===== config.mk =====
export PLATFORM = sky130hd
export DESIGN_NAME = pe_sequencer
export DESIGN_NICKNAME = d
export VERILOG_FILES = /design/src/rtl/pe_sequencer.sv
export SDC_FILE = /design/constraint.sdc
export NUM_CORES = 1
export LEC_CHECK = 0
export CORE_ASPECT_RATIO = 0.6
export CORE_MARGIN = 2
export CORE_UTILIZATION = 30
export CTS_CLUSTER_SIZE = 10
export DETAILED_ROUTE_END_ITERATION = 6
export GPL_TIMING_DRIVEN = 0
export PLACE_DENSITY = 0.45
export SYNTH_ARGS = -nofsm -noshare
export SYNTH_HDL_FRONTEND = slang
export SYNTH_SLANG_ARGS = --single-unit

===== constraint.sdc =====
create_clock -name clk -period 9.15 [get_ports clk]
set_input_delay 2.745 -clock clk [delete_from_list [all_inputs] [get_ports clk]]
set_output_delay 2.745 -clock clk [all_outputs]
set_load 0.02 [all_outputs]

===== src/rtl/pe_sequencer.sv =====
// Sequences one pe_unit through a tile of output pixels: issues IFM/kernel
// buffer reads, tracks beats through the PE pipeline with a tag shift
// register, accumulates the two partial-sum lanes across channel tiles, and
// queues one result pair per pixel in a first-word-fall-through FIFO.
//
// state  | meaning
// -------+---------------------------------------------------------------
// IDLE   | ready for a command; nothing is being issued
// ISSUE  | one read beat per cycle unless a pixel's last beat lacks credit
// DRAIN  | all beats issued; waiting for the PE pipeline to empty
module pe_sequencer #(
   parameter int ADDR_W    = 10,
   parameter int PE_LAT    = 4,
   parameter int ACC_W     = 28,
   parameter int OUT_DEPTH = 8
) (
   input  logic              clk,
   input  logic              rst,
   input  logic              cmd_valid,
   output logic              cmd_ready,
   input  logic [1:0]        cmd_mode,
   input  logic [7:0]        cmd_ctiles,
   input  logic [7:0]        cmd_npix,
   input  logic [ADDR_W-1:0] cmd_ifm_base,
   input  logic [ADDR_W-1:0] cmd_krn_base,
   output logic              ifm_rd_en,
   output logic [ADDR_W-1:0] ifm_rd_addr,
   output logic              krn_rd_en,
   output logic [ADDR_W-1:0] krn_rd_addr,
   output logic [1:0]        pe_mode,
   input  logic [19:0]       pe_ofm0,
   input  logic [19:0]       pe_ofm1,
   output logic              out_valid,
   input  logic              out_ready,
   output logic [ACC_W-1:0]  out_data0,
   output logic [ACC_W-1:0]  out_data1,
   output logic              out_last,
   output logic              busy
);

   localparam int PTR_W = (OUT_DEPTH > 1) ? $clog2(OUT_DEPTH) : 1;
   localparam int CNT_W = $clog2(OUT_DEPTH + PE_LAT + 1);

   typedef enum logic [1:0] {S_IDLE, S_ISSUE, S_DRAIN} state_t;

   state_t             state_q, state_d;
   logic [1:0]         mode_q, mode_d;
   logic [7:0]         ctiles_q, ctiles_d;
   logic [7:0]         npix_q, npix_d;
   logic [7:0]         ct_q, ct_d;
   logic [7:0]         pix_q, pix_d;
   logic [ADDR_W-1:0]  ifm_addr_q, ifm_addr_d;
   logic [ADDR_W-1:0]  krn_addr_q, krn_addr_d;
   logic [ADDR_W-1:0]  krn_base_q, krn_base_d;

   // tag bits: [3] valid, [2] first tile, [1] last tile, [0] final pixel
   logic [3:0]         tag_q [PE_LAT];
   logic [3:0]         head;

   logic [ACC_W-1:0]   acc0_q, acc1_q;
   logic signed [19:0] ofm0_s, ofm1_s;
   logic [ACC_W-1:0]   ext0, ext1, sum0, sum1;

   logic [ACC_W-1:0]   mem0 [OUT_DEPTH];
   logic [ACC_W-1:0]   mem1 [OUT_DEPTH];
   logic               meml [OUT_DEPTH];
   logic [PTR_W-1:0]   wr_ptr_q, rd_ptr_q;
   logic [CNT_W-1:0]   cnt_q;

   logic               beat_last, pix_last, credit_ok, issue, push, pop, pipe_busy;
   logic [CNT_W-1:0]   inflight;

   function automatic logic [PTR_W-1:0] ptr_inc(input logic [PTR_W-1:0] p);
      return (p == PTR_W'(OUT_DEPTH - 1)) ? '0 : p + PTR_W'(1);
   endfunction

   assign beat_last = (ct_q == ctiles_q - 8'd1);
   assign pix_last  = (pix_q == npix_q - 8'd1);
   assign head      = tag_q[PE_LAT-1];

   // In-flight last beats each hold a reserved FIFO slot until they push.
   always_comb begin
      inflight  = '0;
      pipe_busy = 1'b0;
      for (int i = 0; i < PE_LAT; i++) begin
         inflight  = inflight + CNT_W'(tag_q[i][3] & tag_q[i][1]);
         pipe_busy = pipe_busy | tag_q[i][3];
      end
   end

   assign credit_ok = (cnt_q + inflight) < CNT_W'(OUT_DEPTH);
   assign issue     = (state_q == S_ISSUE) && (!beat_last || credit_ok);

   // Next-state logic: command latch, beat issue and address stepping.
   always_comb begin
      state_d    = state_q;
      mode_d     = mode_q;
      ctiles_d   = ctiles_q;
      npix_d     = npix_q;
      ct_d       = ct_q;
      pix_d      = pix_q;
      ifm_addr_d = ifm_addr_q;
      krn_addr_d = krn_addr_q;
      krn_base_d = krn_base_q;
      case (state_q)
         S_IDLE: begin
            if (cmd_valid) begin
               mode_d     = cmd_mode;
               ctiles_d   = (cmd_ctiles == 8'd0) ? 8'd1 : cmd_ctiles;
               npix_d     = cmd_npix;
               ct_d       = 8'd0;
               pix_d      = 8'd0;
               ifm_addr_d = cmd_ifm_base;
               krn_addr_d = cmd_krn_base;
               krn_base_d = cmd_krn_base;
               state_d    = (cmd_npix == 8'd0) ? S_DRAIN : S_ISSUE;
            end
         end
         S_ISSUE: begin
            if (issue) begin
               // IFM pixels are stored back to back, so its address is linear.
               ifm_addr_d = ifm_addr_q + ADDR_W'(1);
               if (beat_last) begin
                  ct_d       = 8'd0;
                  pix_d      = pix_q + 8'd1;
                  krn_addr_d = krn_base_q;
                  if (pix_last) state_d = S_DRAIN;
               end else begin
                  ct_d       = ct_q + 8'd1;
                  krn_addr_d = krn_addr_q + ADDR_W'(1);
               end
            end
         end
         S_DRAIN: begin
            if (!pipe_busy) state_d = S_IDLE;
         end
         default: state_d = S_IDLE;
      endcase
   end

   // Control registers.
   always_ff @(posedge clk) begin
      if (rst) begin
         state_q    <= S_IDLE;
         mode_q     <= '0;
         ctiles_q   <= 8'd1;
         npix_q     <= '0;
         ct_q       <= '0;
         pix_q      <= '0;
         ifm_addr_q <= '0;
         krn_addr_q <= '0;
         krn_base_q <= '0;
      end else begin
         state_q    <= state_d;
         mode_q     <= mode_d;
         ctiles_q   <= ctiles_d;
         npix_q     <= npix_d;
         ct_q       <= ct_d;
         pix_q      <= pix_d;
         ifm_addr_q <= ifm_addr_d;
         krn_addr_q <= krn_addr_d;
         krn_base_q <= krn_base_d;
      end
   end

   // Tag pipeline aligned with the PE data path.
   always_ff @(posedge clk) begin
      if (rst) begin
         for (int i = 0; i < PE_LAT; i++) tag_q[i] <= '0;
      end else begin
         tag_q[0] <= {issue, ct_q == 8'd0, beat_last, beat_last && pix_last};
         for (int i = 1; i < PE_LAT; i++) tag_q[i] <= tag_q[i-1];
      end
   end

   assign ofm0_s = pe_ofm0;
   assign ofm1_s = pe_ofm1;
   assign ext0   = ACC_W'(ofm0_s);
   assign ext1   = ACC_W'(ofm1_s);
   assign sum0   = head[2] ? ext0 : acc0_q + ext0;
   assign sum1   = head[2] ? ext1 : acc1_q + ext1;
   assign push   = head[3] & head[1];
   assign pop    = out_valid & out_ready;

   // Channel-tile accumulators.
   always_ff @(posedge clk) begin
      if (rst) begin
         acc0_q <= '0;
         acc1_q <= '0;
      end else if (head[3]) begin
         acc0_q <= sum0;
         acc1_q <= sum1;
      end
   end

   // FIFO storage; contents are invalidated by the pointers, not cleared.
   always_ff @(posedge clk) begin
      if (push) begin
         mem0[wr_ptr_q] <= sum0;
         mem1[wr_ptr_q] <= sum1;
         meml[wr_ptr_q] <= head[0];
      end
   end

   // FIFO pointers and occupancy.
   always_ff @(posedge clk) begin
      if (rst) begin
         wr_ptr_q <= '0;
         rd_ptr_q <= '0;
         cnt_q    <= '0;
      end else begin
         if (push) wr_ptr_q <= ptr_inc(wr_ptr_q);
         if (pop)  rd_ptr_q <= ptr_inc(rd_ptr_q);
         cnt_q <= cnt_q + CNT_W'(push) - CNT_W'(pop);
      end
   end

   assign cmd_ready   = (state_q == S_IDLE);
   assign ifm_rd_en   = issue;
   assign krn_rd_en   = issue;
   assign ifm_rd_addr = ifm_addr_q;
   assign krn_rd_addr = krn_addr_q;
   assign pe_mode     = mode_q;
   assign out_valid   = (cnt_q != '0);
   assign out_data0   = out_valid ? mem0[rd_ptr_q] : '0;
   assign out_data1   = out_valid ? mem1[rd_ptr_q] : '0;
   assign out_last    = out_valid ? meml[rd_ptr_q] : 1'b0;
   assign busy        = (state_q != S_IDLE) || out_valid;

endmodule


Yosys cells after proc, flatten, opt, wreduce, memory -nomap -nowiden
Memories as Yosys holds them, arrays and structs flattened. A register that Yosys moved wholly into a read port is not among the register bits. Cells that the tools add are included.

Bitwise operators: 13. Add/sub/neg operators: 16. Equal/unequal tests: 11. Multiplexer cells: 44. Reductions and logical operators: 16. Order comparisons: 1.

Operator list (number): $mux W28 (4); $add A28 B28 Y28 (2); $mux W10 (5); $mux W8 (6); $pmux W10 S2 (2); $pmux W8 S2 (2); $logic_not A8 Y1 (3); $mux W3 (8); $add A10 B1 Y10 const B (2); $add A8 B1 Y8 const B (2); $eq A8 B8 Y1 (2); $mux W4 (4); $sub A8 B1 Y8 const B (2); $mux W2 (6); $ne A2 B2 Y1 const B (5); $or A1 B1 Y1 (7); $add A3 B1 Y3 const B (2); $and A1 B1 Y1 (6); $eq A3 B3 Y1 const B (2); $mux W1 (6); $pmux W2 S3 (1); $reduce_and A5 Y1 (1); $add A3 B1 Y4 (1); $add A4 B1 Y4 (1); 16 further kinds (19).

Flip-flop bits (word level): 132. Bits of input ports: 82. Memories: 4. Memory bits (writable): 472. Output and inout bits: 84.

Memory list: mem0 (depth 8, bits a word 28, read ports 1, clocked after memory_dff 1, wr ports 1, RTL line 64) `logic [ACC_W-1:0] mem0 [OUT_DEPTH];`; mem1 (depth 8, bits a word 28, read ports 1, clocked after memory_dff 1, wr ports 1, RTL line 65) `logic [ACC_W-1:0] mem1 [OUT_DEPTH];`; tag_q (depth 4, bits a word 4, read ports 4, clocked after memory_dff 0, wr ports 4, RTL line 57) `logic [3:0] tag_q [PE_LAT];`; meml (depth 8, bits a word 1, read ports 1, clocked after memory_dff 1, wr ports 1, RTL line 66) `logic meml [OUT_DEPTH];`.

Logic depth before layout (Yosys ltp)
Gate-level depths: netlist (run 1).

Depth after elaboration: 10. Mapped depth: 17. Gate-level depth less buffers: 13.

Worst setup path after synthesis (run 1)
Ideal clock, no wire load.

Kind: reg2reg. Start point: memory tag_q[3][3], in the netlist tag_q[0][15]. End point: memory mem0[1][0] (enable). Stages on the path, launching flop included: 4. Arrival time: 6.677 ns. Setup slack: 1.840 ns. Path through: dfxtp_1 > clkbuf_1 > nand2_1 > nor4b_1.

RTL lines (RTL line): from (decl) (57); to (decl) (64).

==> impl_metrics.json, run 1 <==
{
  "routabilityCongestion": 0.855,
  "path_class": "flop to output port",
  "grt_use_total_pct": 17.9,
  "hold_buffers": 0,
  "async_reset_ff_share_pct": 0,
  "synth_seq_cells": 607,
  "path_max_fanout": 10,
  "grt_pass1_vias": 18500,
  "clock.fmax_ghz": 0.127,
  "ant_nets": 0,
  "multi_input_area_um2": 10100,
  "min_period_ns": 7.89,
  "hold_viol": 0,
  "cpMaxStageDelayCell": "buf_1",
  "r2r_end": "ifm_rd_addr[5]",
  "end_kind": "output port",
  "hpwl_mm": 60.9,
  "critPathRequiredTime_ns": 6.41,
  "drcViolationCount": 0,
  "die-area_um2": 93600,
  "finalNonFillerCells": 3642,
  "grt-ovfl-total": 0,
  "clockRootBuffer": "clkbuf_16",
  "hold_path_class": "flop to flop",
  "ys_types": 78,
  "drt_iter0_drc": 1517,
  "worst_slack_ns": 1.26,
  "crit_path_end": "out_data0[24]",
  "syn-cell-area_um2": 27300,
  "slew_headroom_pct": 11.3,
  "path_clk_slew_ns": 0.06,
  "synth_nets": 2210,
  "max_slew.worst_pin.slew_ns": 1.32,
  "die_y_um": 238,
  "crit_chain": "clkbuf_1 -> clkbuf_1 -> buf_1 -> mux4_2 -> mux2i_1 -> nor2_1 -> clkdlybuf4s50_1",
  "p_leak_uw": 0.0112,
  "clock_skew_ns": 0.0210,
  "nets": 2519,
  "seqCellArea_um2": 16700,
  "yosysTopAreaCellShare_pct": 50.1,
  "cts_resized": 0,
  "area_growth_pct": 22.5,
  "post_drt_wl_per_cell_um": 23.2,
  "first_pass_iters": 7,
  "grt_max_degree": 21,
  "ys_seq_area_share_pct": 61.2,
  "rsz0062_at_grt": "false",
  "clk_latency_ns": 0.65,
  "antenna_found_initial": 4,
  "place_ws_ns": 1.85,
  "worstReg2RegStart": "tag_q[0][15]",
  "drt_wl_total_mm": 84.3,
  "hold_ws_ns": 0.435,
  "cts_tree": "built",
  "fill_cells": 8703,
  "worst_setup_path_start_kind": "flop",
  "post_cts_buffers": 0,
  "synth_enable_flop_cells": 456,
  "setup_violations": 0,
  "power_density_nw_per_um2": 233,
  "cts_sinks": 607,
  "cts_buffers": 72,
  "drv_cap": 0,
  "regToRegSetupSlack_ns": 4.41,
  "cts_buffer_depth": 3,
  "crit_top_cell": "clkbuf_1",
  "core_area_um2": 90000,
  "die_w_um": 394,
  "initial_core_util_pct": 30.4,
  "fin_util_pct": 37.2,
  "drive_gt1_share_pct": 12.9,
  "synth_common_cells": "edfxtp_1, nor2_1, nand2_1, dfxtp_1, mux4_2",
  "outcome": "finished clean",
  "row_count": 85,
  "synth_area_leaders": "edfxtp_1, dfxtp_1, mux4_2, ha_1, nor2_1",
  "synth_area_leader_cell": "edfxtp_1",
  "io_pins": 166,
  "crit_arrival_ns": 5.15,
  "syn_avg_cell_area_um2": 13.3,
  "via_count": 18500,
  "drv_slew": 0,
  "ys_warn_count": 0,
  "h-tree-depth": 3,
  "synth_most_common_cell": "edfxtp_1",
  "ir_worst_vdd_uv": 118,
  "io_buffers": 164,
  "reg2regPathDepth": 17,
  "via_per_inst": 5.08,
  "synth-main-ff-cell": "edfxtp_1",
  "syn_inst": 2052,
  "finalCritPeriodShare_pct": 86.3,
  "placedCellCount": 3505,
  "grt_pass1_wl_mm": 124,
  "crit_path_max_incr_delay_ns": 0.93
}
-- cell type report --
type	count	share of cell area (%)
Antenna cell	4	0.0299
Buffer	111	1.32
Clock buffer	125	6.20
Clock inverter	8	0.359
Inverter	36	0.404
Multi-Input combinational cell	1298	30.1
Sequential cell	607	50.0
Tap cell	1218	4.56
Timing Repair Buffer	235	7.06
-- cell usage in the layout (no fill, tap or decap), drive strengths merged, types with 8 or more instances in the layout --
| master | netlist | routed |
|---|---|---|
| a211oi | 13 | 13 |
| a21o | 37 | 37 |
| a21oi | 114 | 114 |
| a22oi | 10 | 10 |
| a311oi | 11 | 11 |
| a31oi | 15 | 15 |
| and2 | 8 | 8 |
| and3 | 15 | 15 |
| buf | 27 | 98 |
| clkbuf | 84 | 209 |
| clkdlybuf4s50 | 0 | 164 |
| dfxtp | 151 | 151 |
| edfxtp | 456 | 456 |
| ha | 72 | 72 |
| inv | 36 | 39 |
| mux2i | 81 | 81 |
| mux4 | 114 | 114 |
| nand2 | 190 | 190 |
| nand3 | 33 | 33 |
| nand4 | 10 | 10 |
| nor2 | 222 | 222 |
| nor2b | 20 | 20 |
| nor3 | 28 | 28 |
| nor4 | 11 | 11 |
| o211ai | 10 | 10 |
| o21a | 21 | 21 |
| o21ai | 91 | 91 |
| o31ai | 11 | 11 |
| or3 | 9 | 9 |
| xnor2 | 36 | 36 |
| xor2 | 31 | 31 |
-- worst min path at each step --
stage	from	endpoint	slack, ns	cells after the start
finish	tag_q[0][2]	tag_q[0][6]	0.43	1
floorplan	tag_q[0][6]	tag_q[0][10]	0.41	1
CTS	tag_q[0][2]	tag_q[0][6]	0.44	1
global route	tag_q[0][2]	tag_q[0][6]	0.46	1
detailed placement	tag_q[0][2]	tag_q[0][6]	0.43	1
global placement	tag_q[0][0]	tag_q[0][4]	0.43	1
-- power by group --
group	internal (uW)	total, uW	switching [uW]
clock	1570	2730	1160
sequential	3040	3100	54.3
combinational	809	1980	1170
-- state kept, by name (all words and copies together), names as in the netlist, 10 cells and up, named ones only --
register and flops:
acc0_q 28, acc1_q 28, ifm_rd_addr 10, krn_base_q 10, krn_rd_addr 10, mem0 224, mem1 224, tag_q 16
-- stage by stage --
| step | power, uW | TNS [ns] | area, um^2 |
|---|---|---|---|
| finish | 7810 | 0 | 33500 |
| global route | 8160 | 0 | 33500 |
| CTS | 7920 | 0 | 33400 |
| detailed placement | 5160 | 0 | 31200 |
| global placement | 5140 | -1639.70 | 30500 |
| floorplan | 4280 | 0 | 27300 |
-- cells by family (layout without fill, tap and decap cells) --
logic type	after synthesis	in the layout	share of synthesized area [%]
other cells	0	4	0
flops	607	607	61.2
buf+inv	147	515	2.11
fa+ha+maj	76	76	3.59
xor+xnor	67	67	2.15
mux	201	201	12.6
compound gates	383	383	9.10
simple gates	571	571	9.23
-- layer usage --
layer	GRT usage, %	wire length, um	vias to the layer above
li1	-	-	8427
met1	26.9	42000	9510
met2	26.8	36600	447
met3	2.59	3930	108
met4	5.18	1750	0
met5	0	0	-
-- worst max-delay path, delay by kind of cell, from the launching register on --
kind	cells	cell delay (ns)
buffers and inverters	4	2.91
flip-flops	1	0.31
multiplexers	2	1.16
AND/OR/NAND/NOR	1	0.10
Note: power is estimated with default switching activity, not from simulation.
==> inputs of run 2 (changes only) <==
Settings changed: CORE_UTILIZATION 30 to 60, PLACE_DENSITY 0.45 to 0.79.
==> run 2 against run 1 <==
  * Sequential cell count stayed put
  * Critical endpoint is now out_data0[22]
  * Largest cell class unchanged
  * Highest routed layer unchanged
  * Clock power is 7% lower
  * First-iteration DRC count is 58% higher
  * Design area is 3.4% lower
  * Core utilization is 35 points higher
  * The run now ends with max-capacitance violations, max-slew violations left
  * Clock-buffer cell count is 15 lower
  * Sequential share of layout area is 1.8 points higher
  * Via count is 2.1% higher
  * Global-route usage is 13 points higher
  * Routed wire length is 13% lower
==> impl_metrics.json, run 2 (same netlist as run 1, synthesis figures left out) <==
{
  "cts_sinks": 607,
  "drcViolationCount": 0,
  "rsz0062_at_grt": "false",
  "p_leak_uw": 0.0111,
  "finalInstanceArea_um2": 32300,
  "h-tree-depth": 3,
  "post_cts_buffers": 0,
  "placed_area_um2": 30300,
  "area_growth_pct": 18.3,
  "die_y_um": 169,
  "ir_worst_vdd_uv": 209,
  "failed_checks": "max-capacitance violations, max-slew violations",
  "min_period_ns": 7.24,
  "placedCellCount": 2863,
  "hpwl_mm": 52.2,
  "final_cell_mix": "edfxtp_1, nor2_1, nand2_1",
  "worst_setup_path_start_kind": "flop",
  "seqCellArea_um2": 16700,
  "grt_max_degree": 22,
  "clock_skew_ns": 0.0186,
  "fill_cells": 2967,
  "ant_nets": 0,
  "max_slew.worst_pin.slew_ns": 1.50,
  "drt_wl_total_mm": 73.3,
  "final_common_cell": "edfxtp_1",
  "largest_registers": "mem0: 224 flops, mem1: 224 flops",
  "drv_cap": 1,
  "setup_violations": 0,
  "drv_slew": 10,
  "crit_arrival_ns": 4.50,
  "io_pins": 166,
  "grt_pass1_vias": 18200,
  "antenna_found_initial": 1,
  "clock.fmax_ghz": 0.138,
  "grt-ovfl-total": 0,
  "path_class": "flop to output port",
  "initial_core_util_pct": 60.8,
  "die-area_um2": 47300,
  "routabilityCongestion": 0.954,
  "power_density_nw_per_um2": 234,
  "hold_viol": 0,
  "drt_iter0_drc": 2391,
  "critPathRequiredTime_ns": 6.41,
  "row_count": 60,
  "multi_input_area_um2": 10100,
  "post_drt_wl_per_cell_um": 24.6,
  "finalCritPeriodShare_pct": 79.2,
  "path_max_fanout": 10,
  "via_count": 18900,
  "hold_path_class": "flop to flop",
  "grt_use_total_pct": 31.3,
  "core_area_um2": 44900,
  "io_buffers": 164,
  "nets": 2504,
  "cts_tree": "built",
  "finalNonFillerCells": 2978,
  "drive_gt1_share_pct": 12.2,
  "path_clk_slew_ns": 0.06,
  "hold_buffers": 0,
  "cts_buffers": 70,
  "cts_buffer_depth": 3,
  "outcome": "complete, but fails checks",
  "via_per_inst": 6.34,
  "clk_latency_ns": 0.60,
  "slew_headroom_pct": -1.08,
  "die_w_um": 279,
  "end_kind": "output port",
  "grt_pass1_wl_mm": 110,
  "clockRootBuffer": "clkbuf_16",
  "first_pass_iters": 5,
  "cts_resized": 0
}
==> run 2: cell types whose count changed in the layout (fill, tap and decap cells not counted), moves of 2 or more <==
cell / change
diode_2: -3
clkbuf_16: -2
buf_4: -8
clkinv_8: -2
clkbuf_8: -2
clkbuf_1: -11
buf_8: -7
buf_6: +2
==> run 2: worst paths after layout <==
check                                  start             end  slack (ns)  cells after the start
worst max-delay path                    flop   out_data0[22]        1.91                      7
worst min-delay path             tag_q[0][2]     tag_q[0][6]        0.44                      1
worst max register to register  tag_q[0][15]  ifm_rd_addr[7]        4.47                     17
worst min register to register   tag_q[0][2]     tag_q[0][6]        0.44                      1
==> run 2: worst max-delay path: stages, from the launching register on <==
cell	delay [ns]
dfxtp_1	0.31
clkbuf_1	0.46
clkbuf_1	0.75
buf_1	0.80
mux4_2	0.62
mux2i_1	0.26
nor2_1	0.11
clkdlybuf4s50_1	0.58
==> run 2: layer usage <==
layer  wire [um]  global-route usage [%]  vias to the layer above
met5           0                       0                        -
met4        1880                    8.95                        0
met3        7880                    7.05                      137
met2       33100                    47.7                      972
met1       30400                    45.8                     9414
li1            -                       -                     8363
==> run 2: metrics by stage <==
| step | total power (uW) | util, % | setup TNS, ns | setup WS, ns | hold WS [ns] |
|---|---|---|---|---|---|
| 2_1_floorplan | 4280 | - | 0 | 1.84 | 0.414 |
| 3_3_place_gp | 5020 | 66.1 | -851.88 | -4.31 | 0.427 |
| 3_5_place_dp | 5070 | 67.5 | 0 | 2.27 | 0.425 |
| 4_1_cts | 7570 | 72.0 | 0 | 1.82 | 0.432 |
| 5_1_grt | 7820 | 72.0 | 0 | 1.53 | 0.461 |
| 6_report | 7560 | 72.0 | 0 | 1.91 | 0.439 |
==> run 2: cell type report <==
class                           instances  area share [%]
Clock inverter                          4           0.132
Timing Repair Buffer                  222            6.86
Buffer                                111            1.37
Multi-Input combinational cell       1298            31.2
Clock buffer                          110            6.05
Sequential cell                       607            51.7
Inverter                               36           0.418
Antenna cell                            1         0.00774
Tap cell                              589            2.28
==> run 2: report_power, final <==
| part | switching [uW] | internal, uW |
|---|---|---|
| logic | 1120 | 805 |
| clock network | 1080 | 1460 |
| registers | 53.5 | 3040 |
==> inputs of run 3 (changes only) <==
Clock period 9.15 ns to 6.82 ns, I/O delays scaled along.
==> run 3 against run 2 <==
  * The flow still finishes with violations (max-capacitance violations, max-slew violations)
  * First-iteration DRC count fell by 0.17%
  * Highest routed layer unchanged
  * Via count is essentially flat
  * Non-clock buffer count unchanged
==> impl_metrics.json, run 3 (same netlist as run 1, synthesis figures left out) <==
{
  "regToRegSetupSlack_ns": 2.14,
  "post_drt_wl_per_cell_um": 24.6,
  "routabilityCongestion": 0.954,
  "drv_cap": 1,
  "ir_worst_vdd_uv": 280,
  "crit_top_cell": "clkbuf_1",
  "area_growth_pct": 18.3,
  "grt_pass1_vias": 18200,
  "via_count": 18900,
  "crit_path_max_incr_delay_ns": 0.80,
  "cts_tree": "built",
  "die_y_um": 169,
  "p_leak_uw": 0.0111,
  "nets": 2504,
  "grt_max_degree": 22,
  "cts_buffer_depth": 3,
  "hold_ws_ns": 0.439,
  "post_cts_buffers": 0,
  "drv_slew": 10,
  "p_int_uw": 7120,
  "cts_buffers": 70,
  "grt_pass1_wl_mm": 110,
  "path_clk_slew_ns": 0.06,
  "die-area_um2": 47300,
  "grt-ovfl-total": 0,
  "via_per_inst": 6.35,
  "min_period_ns": 6.55,
  "crit_chain": "clkbuf_1 -> clkbuf_1 -> buf_1 -> mux4_2 -> mux2i_1 -> nor2_1 -> clkdlybuf4s50_1",
  "setup_violations": 0,
  "failed_checks": "max-capacitance violations, max-slew violations",
  "clock.fmax_ghz": 0.153,
  "power_frac_comb_pct": 25.5,
  "cts_sinks": 607,
  "pwr-share-clk_pct": 33.5,
  "sw_frac_of_total_pct": 29.8,
  "initial_core_util_pct": 60.8,
  "end_kind": "output port",
  "hold_path_class": "flop to flop",
  "drt_wl_total_mm": 73.3,
  "outcome": "complete, but fails checks",
  "largest_registers": "mem0: 224 flops, mem1: 224 flops",
  "final_cell_mix": "edfxtp_1, nor2_1, nand2_1",
  "critPathRequiredTime_ns": 4.77,
  "finalCritPeriodShare_pct": 96.0,
  "grt_use_total_pct": 31.3,
  "seqPwrFrac_pct": 41.0,
  "path_class": "flop to output port",
  "io_pins": 166,
  "drcViolationCount": 0,
  "worst_setup_path_start_kind": "flop",
  "clk_latency_ns": 0.60,
  "slew_headroom_pct": -2.35,
  "hold_viol": 0,
  "die_w_um": 279,
  "crit_arrival_ns": 4.50,
  "row_count": 60,
  "drt_iter0_drc": 2387,
  "first_pass_iters": 5,
  "max_slew.worst_pin.slew_ns": 1.52,
  "clock_skew_ns": 0.0184,
  "antenna_found_initial": 1,
  "path_max_fanout": 10,
  "hpwl_mm": 52.2,
  "p_sw_uw": 3020,
  "drive_gt1_share_pct": 12.3,
  "io_buffers": 164,
  "rsz0062_at_grt": "false",
  "final_common_cell": "edfxtp_1",
  "h-tree-depth": 3,
  "tns_ns": 0,
  "core_area_um2": 44900,
  "power_density_nw_per_um2": 314,
  "clockRootBuffer": "clkbuf_16",
  "ant_nets": 0,
  "cpMaxStageDelayCell": "buf_1"
}
-- run 3: metrics by stage --
step / std cells / area (um^2) / worst slack, ns / util [%] / total power (uW)
floorplan: 2052 / 27300 / -0.490 / - / 5740
global placement: 2805 / 29700 / -6.64 / 66.1 / 6740
detailed placement: 2863 / 30300 / 0.635 / 67.5 / 6800
CTS: 2977 / 32300 / 0.187 / 72.0 / 10200
global route: 2978 / 32300 / 0.0216 / 72.0 / 10500
finish: 2978 / 32300 / 0.272 / 72.0 / 10100
-- run 3: repair_timing --
item | 4_1_cts | 5_1_grt
resized for setup | 0 | 2
hold buffers | 0 | 0
endpoints found under the setup margin | 0 | 1
-- run 3: path summary, 6_finish.rpt --
| kind | from | to | depth (start not counted) |
|---|---|---|---|
| max | flop | out_data0[22] | 7 |
| min | tag_q[0][2] | tag_q[0][6] | 1 |
| max reg2reg | tag_q[0][15] | ifm_rd_addr[7] | 17 |
| min reg2reg | tag_q[0][2] | tag_q[0][6] | 1 |
-- run 3: per-layer routing --
| layer | track usage [%] | share of wire, % | vias up |
|---|---|---|---|
| met5 | 0 | 0 | - |
| met4 | 8.95 | 2.6 | 0 |
| met3 | 7.05 | 11 | 138 |
| met2 | 47.7 | 45 | 981 |
| met1 | 45.8 | 42 | 9421 |
| li1 | - | - | 8362 |
-- run 3: final cells by class --
class | count | area, um^2
Buffer | 111 | 443
Tap cell | 589 | 737
Sequential cell | 607 | 16700
Clock buffer | 110 | 1950
Inverter | 36 | 135
Multi-Input combinational cell | 1298 | 10100
Clock inverter | 4 | 42.5
Timing Repair Buffer | 222 | 2220
Fill cell | 2966 | 12600
Antenna cell | 1 | 2.50
-- run 3: power groups by stage --
stage / clock network, uW / logic (uW) / registers [uW]
floorplan: 0 / 1510 / 4240
global placement: 0 / 2510 / 4220
detailed placement: 0 / 2570 / 4230
CTS: 3420 / 2590 / 4150
global route: 3570 / 2760 / 4160
finish: 3400 / 2590 / 4150
-- run 3: worst max-delay path, delay by kind of cell, from the launching register on --
family / cells / cell delay (ns)
simple gates: 1 / 0.11
mux: 2 / 0.88
buf+inv: 4 / 2.60
flops: 1 / 0.31
